File: config.mk
export PLATFORM = sky130hd
export DESIGN_NAME = sensor_event_unit_flat
export DESIGN_NICKNAME = d
export VERILOG_FILES = /design/src/rtl/sensor_event_unit_pkg.sv /design/src/rtl/sensor_event_unit_if.sv /design/src/rtl/sensor_event_unit_debounce.sv /design/src/rtl/sensor_event_unit.sv /design/src/flat_wrapper.sv
export SDC_FILE = /design/constraint.sdc
export NUM_CORES = 1
export LEC_CHECK = 0
export ABC_AREA = 1
export ABC_CLOCK_PERIOD_IN_PS = 4500
export CORE_UTILIZATION = 60
export DETAILED_ROUTE_END_ITERATION = 8
export DONT_BUFFER_PORTS = 1
export HOLD_SLACK_MARGIN = 0.12
export PLACE_DENSITY_LB_ADDON = 0.1
export SETUP_SLACK_MARGIN = 0.3
export SLEW_MARGIN = 20
export SYNTH_ARGS = -nofsm -noshare
export SYNTH_HDL_FRONTEND = slang
export SYNTH_SLANG_ARGS = --single-unit
File: constraint.sdc
create_clock -name clk -period 4.5 [get_ports clk]
set_clock_uncertainty 0.2 [all_clocks]
set_input_delay 0.45 -clock clk [delete_from_list [all_inputs] [get_ports clk]]
set_output_delay 0.45 -clock clk [all_outputs]
set_load 0.01 [all_outputs]
File: src/rtl/sensor_event_unit_pkg.sv
// Shared types for the sensor event unit: event kind, packed event record
// and the widths the queue and its consumer agree on.
package sensor_event_unit_pkg;

  typedef enum logic {
    ENTRY = 1'b0,
    EXIT  = 1'b1
  } evt_type_e;

  localparam int SLOT_W = 2;
  localparam int CNT_W  = 3;

  typedef struct packed {
    evt_type_e         etype;
    logic [SLOT_W-1:0] slot;
  } evt_t;

  localparam int EVT_W = $bits(evt_t);

endpackage

File: src/rtl/sensor_event_unit_if.sv
// Event stream from the sensor unit to the parking controller, plus queue status.
interface sensor_event_unit_if;
  import sensor_event_unit_pkg::*;

  // Handshake: evt_valid stays high and evt_type/evt_slot stay stable until the
  // consumer raises evt_ready; the head event is consumed on every rising edge
  // where evt_valid && evt_ready, and evt_ready while evt_valid is low is ignored.
  logic              evt_valid;
  logic              evt_ready;
  logic              evt_type;
  logic [SLOT_W-1:0] evt_slot;
  logic [CNT_W-1:0]  evt_count;
  logic              overflow;

  modport master (
    output evt_valid,
    output evt_type,
    output evt_slot,
    output evt_count,
    output overflow,
    input  evt_ready
  );

  modport slave (
    input  evt_valid,
    input  evt_type,
    input  evt_slot,
    input  evt_count,
    input  overflow,
    output evt_ready
  );

endinterface

File: src/rtl/sensor_event_unit_debounce.sv
// One sensor channel: 2-flop synchronizer, run-length debounce and a registered
// one-cycle pulse on each accepted low-to-high change.
module sensor_debounce #(
  parameter int DEBOUNCE_CYCLES = 16
) (
  input  logic clk,
  input  logic rst_n,
  input  logic raw,
  output logic rise
);

  localparam int               RUN_W    = $clog2(DEBOUNCE_CYCLES + 1);
  localparam logic [RUN_W-1:0] RUN_LAST = RUN_W'(DEBOUNCE_CYCLES - 1);
  localparam logic [RUN_W-1:0] RUN_MAX  = RUN_W'(DEBOUNCE_CYCLES);

  logic [1:0]       sync_q;
  logic [1:0]       fill_q;
  logic [RUN_W-1:0] run_q;
  logic             level_q;
  logic             armed_q;
  logic             rise_q;

  logic sample;
  logic differ;
  logic accept;

  always_comb begin
    sample = sync_q[1];
    differ = sample != level_q;
    accept = differ && (run_q == RUN_LAST);
  end

  // armed_q blocks the pulse for a sensor already high when reset released:
  // it only sets once a real synchronized sample has been seen low at a low level.
  always_ff @(posedge clk) begin
    if (!rst_n) begin
      sync_q  <= '0;
      fill_q  <= '0;
      run_q   <= '0;
      level_q <= 1'b0;
      armed_q <= 1'b0;
      rise_q  <= 1'b0;
    end else begin
      sync_q <= {sync_q[0], raw};
      fill_q <= {fill_q[0], 1'b1};
      if (!differ || accept) begin
        run_q <= '0;
      end else if (run_q != RUN_MAX) begin
        run_q <= run_q + RUN_W'(1);
      end
      if (accept) begin
        level_q <= sample;
      end
      rise_q <= accept && sample && armed_q;
      if (fill_q[1] && !level_q && !sample) begin
        armed_q <= 1'b1;
      end
    end
  end

  assign rise = rise_q;

endmodule

File: src/rtl/sensor_event_unit.sv
// Entry/exit gate sensors to a first-word-fall-through event queue; exit events
// carry the slot switch value and win over entry when both fire together.
module sensor_event_unit
  import sensor_event_unit_pkg::*;
#(
  parameter int DEBOUNCE_CYCLES = 16,
  parameter int FIFO_DEPTH      = 4
) (
  input  logic              clk,
  input  logic              rst_n,
  input  logic              entry_sensor,
  input  logic              exit_sensor,
  input  logic [SLOT_W-1:0] switch,
  sensor_event_unit_if.master evt
);

  localparam int               PTR_W   = (FIFO_DEPTH > 1) ? $clog2(FIFO_DEPTH) : 1;
  localparam logic [CNT_W-1:0] DEPTH_C = CNT_W'(FIFO_DEPTH);

  logic entry_rise;
  logic exit_rise;

  sensor_debounce #(.DEBOUNCE_CYCLES(DEBOUNCE_CYCLES)) u_entry_db (
    .clk  (clk),
    .rst_n(rst_n),
    .raw  (entry_sensor),
    .rise (entry_rise)
  );

  sensor_debounce #(.DEBOUNCE_CYCLES(DEBOUNCE_CYCLES)) u_exit_db (
    .clk  (clk),
    .rst_n(rst_n),
    .raw  (exit_sensor),
    .rise (exit_rise)
  );

  evt_t             mem_q [FIFO_DEPTH];
  logic [PTR_W-1:0] rd_ptr_q;
  logic [PTR_W-1:0] wr_ptr_q;
  logic [CNT_W-1:0] count_q;
  logic             overflow_q;

  logic             valid;
  logic             pop;
  logic [CNT_W-1:0] free_slots;
  logic             acc_exit;
  logic             acc_entry;
  logic             drop;
  logic [1:0]       n_push;
  evt_t             exit_evt;
  evt_t             entry_evt;
  evt_t             head;

  // A pop in the same cycle frees one slot for this cycle's pushes; exit
  // claims space first so that with one free slot the entry is the one dropped.
  always_comb begin
    valid      = count_q != '0;
    pop        = valid && evt.evt_ready;
    free_slots = DEPTH_C - count_q + CNT_W'(pop);
    acc_exit   = exit_rise && (free_slots != '0);
    acc_entry  = entry_rise && (free_slots > CNT_W'(acc_exit));
    drop       = (exit_rise && !acc_exit) || (entry_rise && !acc_entry);
    n_push     = {1'b0, acc_exit} + {1'b0, acc_entry};
    exit_evt   = '{etype: EXIT, slot: switch};
    entry_evt  = '{etype: ENTRY, slot: '0};
    head       = mem_q[rd_ptr_q];
  end

  always_ff @(posedge clk) begin
    if (!rst_n) begin
      rd_ptr_q   <= '0;
      wr_ptr_q   <= '0;
      count_q    <= '0;
      overflow_q <= 1'b0;
    end else begin
      if (pop) begin
        rd_ptr_q <= rd_ptr_q + PTR_W'(1);
      end
      wr_ptr_q <= wr_ptr_q + PTR_W'(n_push);
      count_q  <= count_q + CNT_W'(n_push) - CNT_W'(pop);
      if (drop) begin
        overflow_q <= 1'b1;
      end
    end
  end

  // Storage needs no reset: the pointers and count define what is live.
  always_ff @(posedge clk) begin
    if (acc_exit) begin
      mem_q[wr_ptr_q] <= exit_evt;
    end
    if (acc_entry) begin
      mem_q[wr_ptr_q + PTR_W'(acc_exit)] <= entry_evt;
    end
  end

  assign evt.evt_valid = valid;
  assign evt.evt_type  = valid ? head.etype : ENTRY;
  assign evt.evt_slot  = valid ? head.slot : '0;
  assign evt.evt_count = count_q;
  assign evt.overflow  = overflow_q;

endmodule

File: src/flat_wrapper.sv
// flat-port wrapper written by rule: the top's interface ports become plain ports
module sensor_event_unit_flat import sensor_event_unit_pkg::*;
#(
  parameter int DEBOUNCE_CYCLES = 16,
  parameter int FIFO_DEPTH      = 4
)
  (clk, rst_n, entry_sensor, exit_sensor, switch, evt_evt_valid, evt_evt_type, evt_evt_slot, evt_evt_count, evt_overflow, evt_evt_ready);
  sensor_event_unit_if evt_i ();
  input  logic clk;
  input  logic rst_n;
  input  logic entry_sensor;
  input  logic exit_sensor;
  input  logic [SLOT_W-1:0] switch;
  output wire logic [$bits(evt_i.evt_valid)-1:0] evt_evt_valid;
  output wire logic [$bits(evt_i.evt_type)-1:0] evt_evt_type;
  output wire logic [$bits(evt_i.evt_slot)-1:0] evt_evt_slot;
  output wire logic [$bits(evt_i.evt_count)-1:0] evt_evt_count;
  output wire logic [$bits(evt_i.overflow)-1:0] evt_overflow;
  input wire logic [$bits(evt_i.evt_ready)-1:0] evt_evt_ready;
  assign evt_evt_valid = evt_i.evt_valid;
  assign evt_evt_type = evt_i.evt_type;
  assign evt_evt_slot = evt_i.evt_slot;
  assign evt_evt_count = evt_i.evt_count;
  assign evt_overflow = evt_i.overflow;
  assign evt_i.evt_ready = evt_evt_ready;
  sensor_event_unit #(.DEBOUNCE_CYCLES(DEBOUNCE_CYCLES), .FIFO_DEPTH(FIFO_DEPTH)) u_core (.clk(clk), .rst_n(rst_n), .entry_sensor(entry_sensor), .exit_sensor(exit_sensor), .switch(switch), .evt(evt_i));
endmodule
==> results of run 1 <==
-- what timing repair did --
item	CTS	global route
hold buffers	4	0
endpoints found under the setup margin	0	2
hold endpoints to repair	15	0
gates resized for setup	0	5
-- worst max-delay path, stage by stage --
cell                            delay [ps]
sky130_fd_sc_hd__dlygate4sd3_1         550
sky130_fd_sc_hd__nand2_2               100
sky130_fd_sc_hd__ha_1                  190
sky130_fd_sc_hd__inv_1                  50
sky130_fd_sc_hd__ha_1                  190
sky130_fd_sc_hd__inv_1                  60
sky130_fd_sc_hd__nand2_1                70
sky130_fd_sc_hd__nand2_2                80
sky130_fd_sc_hd__a21boi_2              210
sky130_fd_sc_hd__ha_1                  260
sky130_fd_sc_hd__inv_1                  50
sky130_fd_sc_hd__nand2_1                70
sky130_fd_sc_hd__nand3_2               120
sky130_fd_sc_hd__nand2_1                60
sky130_fd_sc_hd__inv_1                  50
sky130_fd_sc_hd__ha_1                  120
sky130_fd_sc_hd__inv_1                  60
sky130_fd_sc_hd__ha_1                  270
sky130_fd_sc_hd__inv_1                  50
sky130_fd_sc_hd__fa_1                  430
sky130_fd_sc_hd__xnor2_1               200
sky130_fd_sc_hd__o21ai_0               120
sky130_fd_sc_hd__a21oi_1               150
-- cells by family after synthesis --
kind of cell | Yosys count | synth area share, %
simple gates | 124 | 25.4
buf+inv | 84 | 14.9
flops | 44 | 40.0
compound gates | 36 | 8.29
fa+ha+maj | 16 | 9.43
xor+xnor | 5 | 1.99
-- power breakdown --
part / total [mW] / switching, mW / internal [mW]
clock: 0.239 / 0.123 / 0.117
sequential: 0.455 / 0.0313 / 0.424
combinational: 0.365 / 0.252 / 0.113
-- per-stage QoR --
stage | total power, mW | util, % | instance area [sq um] | setup WS [ps] | cells
2_1_floorplan | 0.761 | - | 2200 | 747 | 309
3_3_place_gp | 0.801 | 65.6 | 2240 | 538 | 352
3_5_place_dp | 0.810 | 65.6 | 2240 | 363 | 352
4_1_cts | 1.06 | 69.0 | 2360 | 312 | 364
5_1_grt | 1.14 | 69.3 | 2370 | 300 | 364
6_report | 1.06 | 69.3 | 2370 | 615 | 364
-- routing by layer --
layer	up-vias	GRT usage (%)	share of wire, %
met5	-	0	0
met4	0	11.6	2.1
met3	6	6.20	3.2
met2	21	38.6	46
met1	790	26.8	48
li1	964	-	-
-- Yosys cell counts --
| cell type | n |
|---|---|
| sky130_fd_sc_hd__o21ai_0 | 11 |
| sky130_fd_sc_hd__dfxtp_1 | 44 |
| sky130_fd_sc_hd__ha_1 | 15 |
| sky130_fd_sc_hd__inv_2 | 3 |
| sky130_fd_sc_hd__nand3_2 | 4 |
| sky130_fd_sc_hd__nand2_2 | 3 |
| sky130_fd_sc_hd__nand4_1 | 13 |
| sky130_fd_sc_hd__buf_2 | 2 |
| sky130_fd_sc_hd__nand3_1 | 15 |
| sky130_fd_sc_hd__buf_4 | 1 |
| sky130_fd_sc_hd__inv_1 | 77 |
| sky130_fd_sc_hd__nand2_1 | 63 |
| sky130_fd_sc_hd__a21oi_1 | 24 |
| sky130_fd_sc_hd__a21boi_0 | 1 |
| sky130_fd_sc_hd__nor2_1 | 20 |
| sky130_fd_sc_hd__nor3_1 | 4 |
| sky130_fd_sc_hd__fa_1 | 1 |
| sky130_fd_sc_hd__nor2_2 | 2 |
| sky130_fd_sc_hd__xnor2_1 | 2 |
| sky130_fd_sc_hd__xor2_1 | 3 |
| sky130_fd_sc_hd__buf_6 | 1 |
-- registers in the layout (all words and copies together), names as in the netlist, 2 cells and up, named ones only --
name and cells:
u_core.mem_q 12, u_core.u_entry_db.run_q 5, u_core.u_exit_db.run_q 5, u_core.evt.evt_count 3, u_core.rd_ptr_q 2, u_core.u_entry_db.sync_q 2, u_core.u_exit_db.sync_q 2, u_core.wr_ptr_q 2
-- final cells by class --
| cell class | count | share of cell area (%) |
|---|---|---|
| Clock buffer | 6 | 1.74 |
| Clock inverter | 2 | 1.48 |
| Inverter | 80 | 12.7 |
| Multi-Input combinational cell | 181 | 42.3 |
| Sequential cell | 44 | 37.3 |
| Tap cell | 46 | 2.43 |
| Timing Repair Buffer | 5 | 2.01 |
-- worst max-delay path by stage --
stage                             from                      end  slack (ps)  depth (start not counted)
2_1_floorplan  u_core.evt.evt_count[2]  u_core.evt.evt_count[2]         750                         24
3_3_place_gp   u_core.evt.evt_count[2]  u_core.evt.evt_count[2]         540                         24
3_5_place_dp   u_core.evt.evt_count[2]  u_core.evt.evt_count[2]         360                         24
4_1_cts        u_core.evt.evt_count[2]  u_core.evt.evt_count[2]         310                         24
5_1_grt        u_core.evt.evt_count[1]  u_core.evt.evt_count[2]         300                         24
6_report                 evt_evt_ready  u_core.evt.evt_count[2]         610                         23
==> reports/qor.txt, run 1 <==
RSZ-0062 raised after global routing - no
H-tree depth - 2
Time the worst path needs with I/O delays and setup - 3890 ps
Clock insertion delay at the later pin of the skew report - 350 ps
Slew of the pin with the lowest slew margin - 512 ps
Gate Count Post-Synth - 309
Filler instances - 314
Routability congestion estimate from global placement - 0.823
Num Clock Sinks - 44
Sink of the worst hold path - u_core.u_entry_db.run_q[3]
Top post-synthesis cells by area - sky130_fd_sc_hd__dfxtp_1 40%, sky130_fd_sc_hd__inv_1 13%, sky130_fd_sc_hd__nand2_1 11%
DRC violation total after the first TritonRoute iteration - 97
Critical-path maximum fanout - 6
Total Routing Usage GR - 23.0%
Fin. max-slew vios - 0
Top achievable clock speed - 257 MHz
Cell depth of the worst hold path - 2
Setup tns final - 0 ps
Post-route worst hold slack - 172 ps
Signal arrival time at the worst endpoint - 3970 ps
Min-delay worst type - in -> reg
Global-route wire length before repair - 7090 microns
Area leader, netlist - sky130_fd_sc_hd__dfxtp_1
VDD IR max - 263 uV
Worst EP required - 4590 ps
Die footprint - 3920 sq um
Capture point of the worst reg-to-reg path - u_core.evt.evt_count[2]
Outcome - finished clean
Static Leak - 1.28 nW
Path depth of the worst reg2reg path - 24
Post-detail-place hpwl - 2780 microns
Multi-input logic area - 1000 sq um
Startpoint of the worst-slack reg-to-reg timing path - u_core.evt.evt_count[1]
Clock tree root buffer cell - sky130_fd_sc_hd__clkbuf_4
Fraction of post-synthesis cell area in the top cell type by area - 40.0%
Worst setup path class - in -> reg
Sum of overflow across all layers after global routing - 0
Final wirelength - 3830 microns
Net count after synthesis - 332
Die X - 62.6 microns
Clock tree from TritonCTS - done
Share of the yosys chip area belonging to registers - 40.0%
Number of hold violations in the final report - 0
Clock-pin slew on the worst setup and hold paths - 130 ps
Setup crit start kind - input pin
Count of synthesis-stage warnings from yosys - 0
Yosys cell types - 21
Flip-flop and latch count after synthesis - 44
Die Y-Extent - 62.6 microns
Commonest cells after routing, fill and taps aside - 77 x sky130_fd_sc_hd__inv_1, 63 x sky130_fd_sc_hd__nand2_1, 42 x sky130_fd_sc_hd__dfxtp_1, 24 x sky130_fd_sc_hd__a21oi_1, 20 x sky130_fd_sc_hd__nor2_1
Final setup viols - 0
CTS Buffer Depth - 2
Total number of nets in the final design - 340
Synthesis-to-layout area growth - 7.44%
Post-synthesis instance area - 2200 sq um
Vias per Instance - 4.89
I/O pin count - 15
Max_cap viols - 0
Post-synthesis average cell area - 7.13 sq um
Setup bufs post-CTS - 0
Floorplan Core Area - 3420 sq um
Worst relative slew slack - 65.8%
Layout cell share with drive strength beyond 1 - 7.55%
Vias in the first global route - 1723
PortBufs - 0
Initial core utilization - 64.5%
# rows - 21
DRC violations left - 0
Final period util - 86.3%
Maximum number of pins on one net before global-route repair - 15
Startpoint of the worst hold path - rst_n
Power Dens Cells - 448 nW/um^2
Setup crit end kind - flip-flop
Number of buffers added by the clock tree synthesis step - 5
Detailed-route wire length per cell - 10.5 microns
Commonest non-fill, non-tap cell in the layout - sky130_fd_sc_hd__inv_1
TritonRoute pass-1 iters - 4
Via count - 1781
Reg area - 883 sq um
Ant. Diodes - 0
DRT antenna net count - 0
Antenna violations before repair - 0
Worst-case register-to-register setup slack - 620 ps
Note: power is estimated with default switching activity, not from simulation.
==> inputs of run 2 (changes only) <==
--- a/config.mk
+++ b/config.mk
@@ -13,6 +13,7 @@
 export HOLD_SLACK_MARGIN = 0.12
 export PLACE_DENSITY_LB_ADDON = 0.1
 export SETUP_SLACK_MARGIN = 0.3
+export SKIP_CTS_REPAIR_TIMING = 1
 export SLEW_MARGIN = 20
 export SYNTH_ARGS = -nofsm -noshare
 export SYNTH_HDL_FRONTEND = slang
==> reports/qor.txt, run 2 (synthesis results as in run 1) <==
Vias in the first global route - 1693 (-1.7%)
Slowest stage delay, CP - 550 ps (about the same)
Clock-pin slew on the worst setup and hold paths - 130 ps (about the same)
Initial core utilization - 64.5% (unchanged)
Static Leak - 1.28 nW (unchanged)
Clock tree root buffer cell - sky130_fd_sc_hd__clkbuf_4
Top achievable clock speed - 258 MHz (about the same)
Commonest non-fill, non-tap cell in the layout - sky130_fd_sc_hd__inv_1
Slew of the pin with the lowest slew margin - 486 ps (-25.3 ps)
Number of flip-flops under the largest register name - 12 (unchanged)
CTS Buffer Depth - 2 (unchanged)
Layout cell share with drive strength beyond 1 - 7.55% (unchanged)
GR Layer Usage met1 - 26.6% (-0.23 points)
Highest-utilization routing layer at the global route stage - met2
Power Dens Cells - 448 nW/um^2 (about the same)
Number of buffers added by the clock tree synthesis step - 5 (unchanged)
H-tree depth - 2 (unchanged)
Clock tree from TritonCTS - done
Setup tns final - 0 ps (unchanged)
Commonest cells after routing, fill and taps aside - 77 x sky130_fd_sc_hd__inv_1, 63 x sky130_fd_sc_hd__nand2_1, 42 x sky130_fd_sc_hd__dfxtp_1, 24 x sky130_fd_sc_hd__a21oi_1, 20 x sky130_fd_sc_hd__nor2_1
Num Clock Sinks - 44 (unchanged)
Die footprint - 3920 sq um (unchanged)
RSZ-0062 raised after global routing - no
GR Layer Usage met3 - 6.02% (-0.18 points)
Total number of nets in the final design - 340 (unchanged)
Synthesis-to-layout area growth - 7.44% (unchanged)
Min-delay worst type - in -> reg
Pwr Total - 1.06 mW (about the same)
Number of hold violations in the final report - 0 (unchanged)
Time the worst path needs with I/O delays and setup - 3880 ps (-2.62 ps)
PortBufs - 0 (unchanged)
DRC violations left - 0 (unchanged)
Antenna violations before repair - 0 (unchanged)
Clock insertion delay at the later pin of the skew report - 350 ps (about the same)
Final period util - 86.3% (about the same)
Ant. Diodes - 0 (unchanged)
Die X - 62.6 microns (unchanged)
Worst EP required - 4590 ps (about the same)
Final wirelength - 3830 microns (about the same)
Worst path most repeated cell - sky130_fd_sc_hd__inv_1
Worst relative slew slack - 67.5% (+1.7 points)
Final core area utilization - 69.3% (unchanged)
Global-route wire length before repair - 6990 microns (-1.5%)
TritonRoute pass-1 iters - 4 (unchanged)
Fin. max-slew vios - 0 (unchanged)
Cell depth of the worst hold path - 2 (unchanged)
Global-route track usage on met2 - 37.8% (-0.82 points)
CP max-delay cell - sky130_fd_sc_hd__dlygate4sd3_1
Worst path depth - 23 (unchanged)
Worst-path cell chain - dlygate4sd3_1 > nand2_2 > ha_1 > inv_1 > ha_1 > inv_1 > nand2_1 > nand2_2 > a21boi_2 > ha_1 > inv_1 > nand2_1 > nand3_2 > nand2_1 > inv_1 > ha_1 > inv_1 > ha_1 > inv_1 > fa_1 > xnor2_1 > o21ai_0 > a21oi_1
Critical-path maximum fanout - 6 (unchanged)
I/O pin count - 15 (unchanged)
Worst setup path class - in -> reg
VDD IR max - 262 uV (-0.20%)
Die Y-Extent - 62.6 microns (unchanged)
Setup crit end kind - flip-flop
Top flop regs - u_core.mem_q (12), u_core.u_entry_db.run_q (5), u_core.u_exit_db.run_q (5)
Floorplan Core Area - 3420 sq um (unchanged)
Buffers plus inverters on the worst setup path - 7 (unchanged)
Total cell area at the placement stage - 2240 sq um (unchanged)
Final setup viols - 0 (unchanged)
Signal arrival time at the worst endpoint - 3970 ps (about the same)
Biggest register - u_core.mem_q
DRT antenna net count - 0 (unchanged)
DRC violation total after the first TritonRoute iteration - 93 (-4.1%)
Via count - 1782 (+0.056%)
Sum of overflow across all layers after global routing - 0 (unchanged)
Area of all placed cells without fillers - 2370 sq um (unchanged)
Maximum number of pins on one net before global-route repair - 17 (+2)
Routability congestion estimate from global placement - 0.823 (unchanged)
Outcome - finished clean
Max_cap viols - 0 (unchanged)
Detailed-route wire length per cell - 10.5 microns (about the same)
Path depth of the worst reg2reg path - 24 (unchanged)
Kind of cell adding the most delay to the critical path - adder cells
Total Routing Usage GR - 22.7% (-0.35 points)
Setup crit start kind - input pin
Post-detail-place hpwl - 2780 microns (unchanged)
# rows - 21 (unchanged)
Vias per Instance - 4.90 (about the same)
[run 2: final timing paths]
kind,start,to,slack (ps)
max,evt_evt_ready,u_core.evt.evt_count[2],620
min,rst_n,u_core.u_entry_db.level_q,130
min reg2reg,u_core.u_exit_db.sync_q[0],u_core.u_exit_db.sync_q[1],220
max reg2reg,u_core.evt.evt_count[1],u_core.evt.evt_count[2],620
[run 2: through the flow]
step                      hold WS [ps]  cells  setup slack [ps]
after floorplan                    190    309               747
after global placement             192    352               538
after detailed placement           201    352               363
after CTS                         -105    360               341
after global routing               125    364               304
final                              134    364               617
[run 2: area by class of cell]
class | instances | area, sq um
fillers | 311 | 1050
clock buffers | 6 | 41.3
flip-flops and latches | 44 | 883
inverters | 80 | 300
multi-input cells | 181 | 1000
well taps | 46 | 57.6
clock inverters | 2 | 35.0
repair buffers | 5 | 47.5
[run 2: layer usage]
layer  up-vias  wire (microns)
met3         6             125
met5         -               0
met4         0              82
li1        964               -
met2        21            1770
met1       791            1850
[run 2: where the power goes]
part / internal, mW / switching (mW) / leakage, nW
clock network: 0.117 / 0.123 / 0.0422
logic: 0.113 / 0.251 / 0.878
registers: 0.424 / 0.0313 / 0.360
[run 2: worst reg2reg max path: cells and delay by family (launching register included)]
family                     cells  cell delay, ps
adders and majority gates      6            1460
and+or+nand+nor                7             650
AOI/OAI and AO/OA              3             480
buffers and inverters          7             420
DFF                            1             400
xor gates and xnor gates       1             200
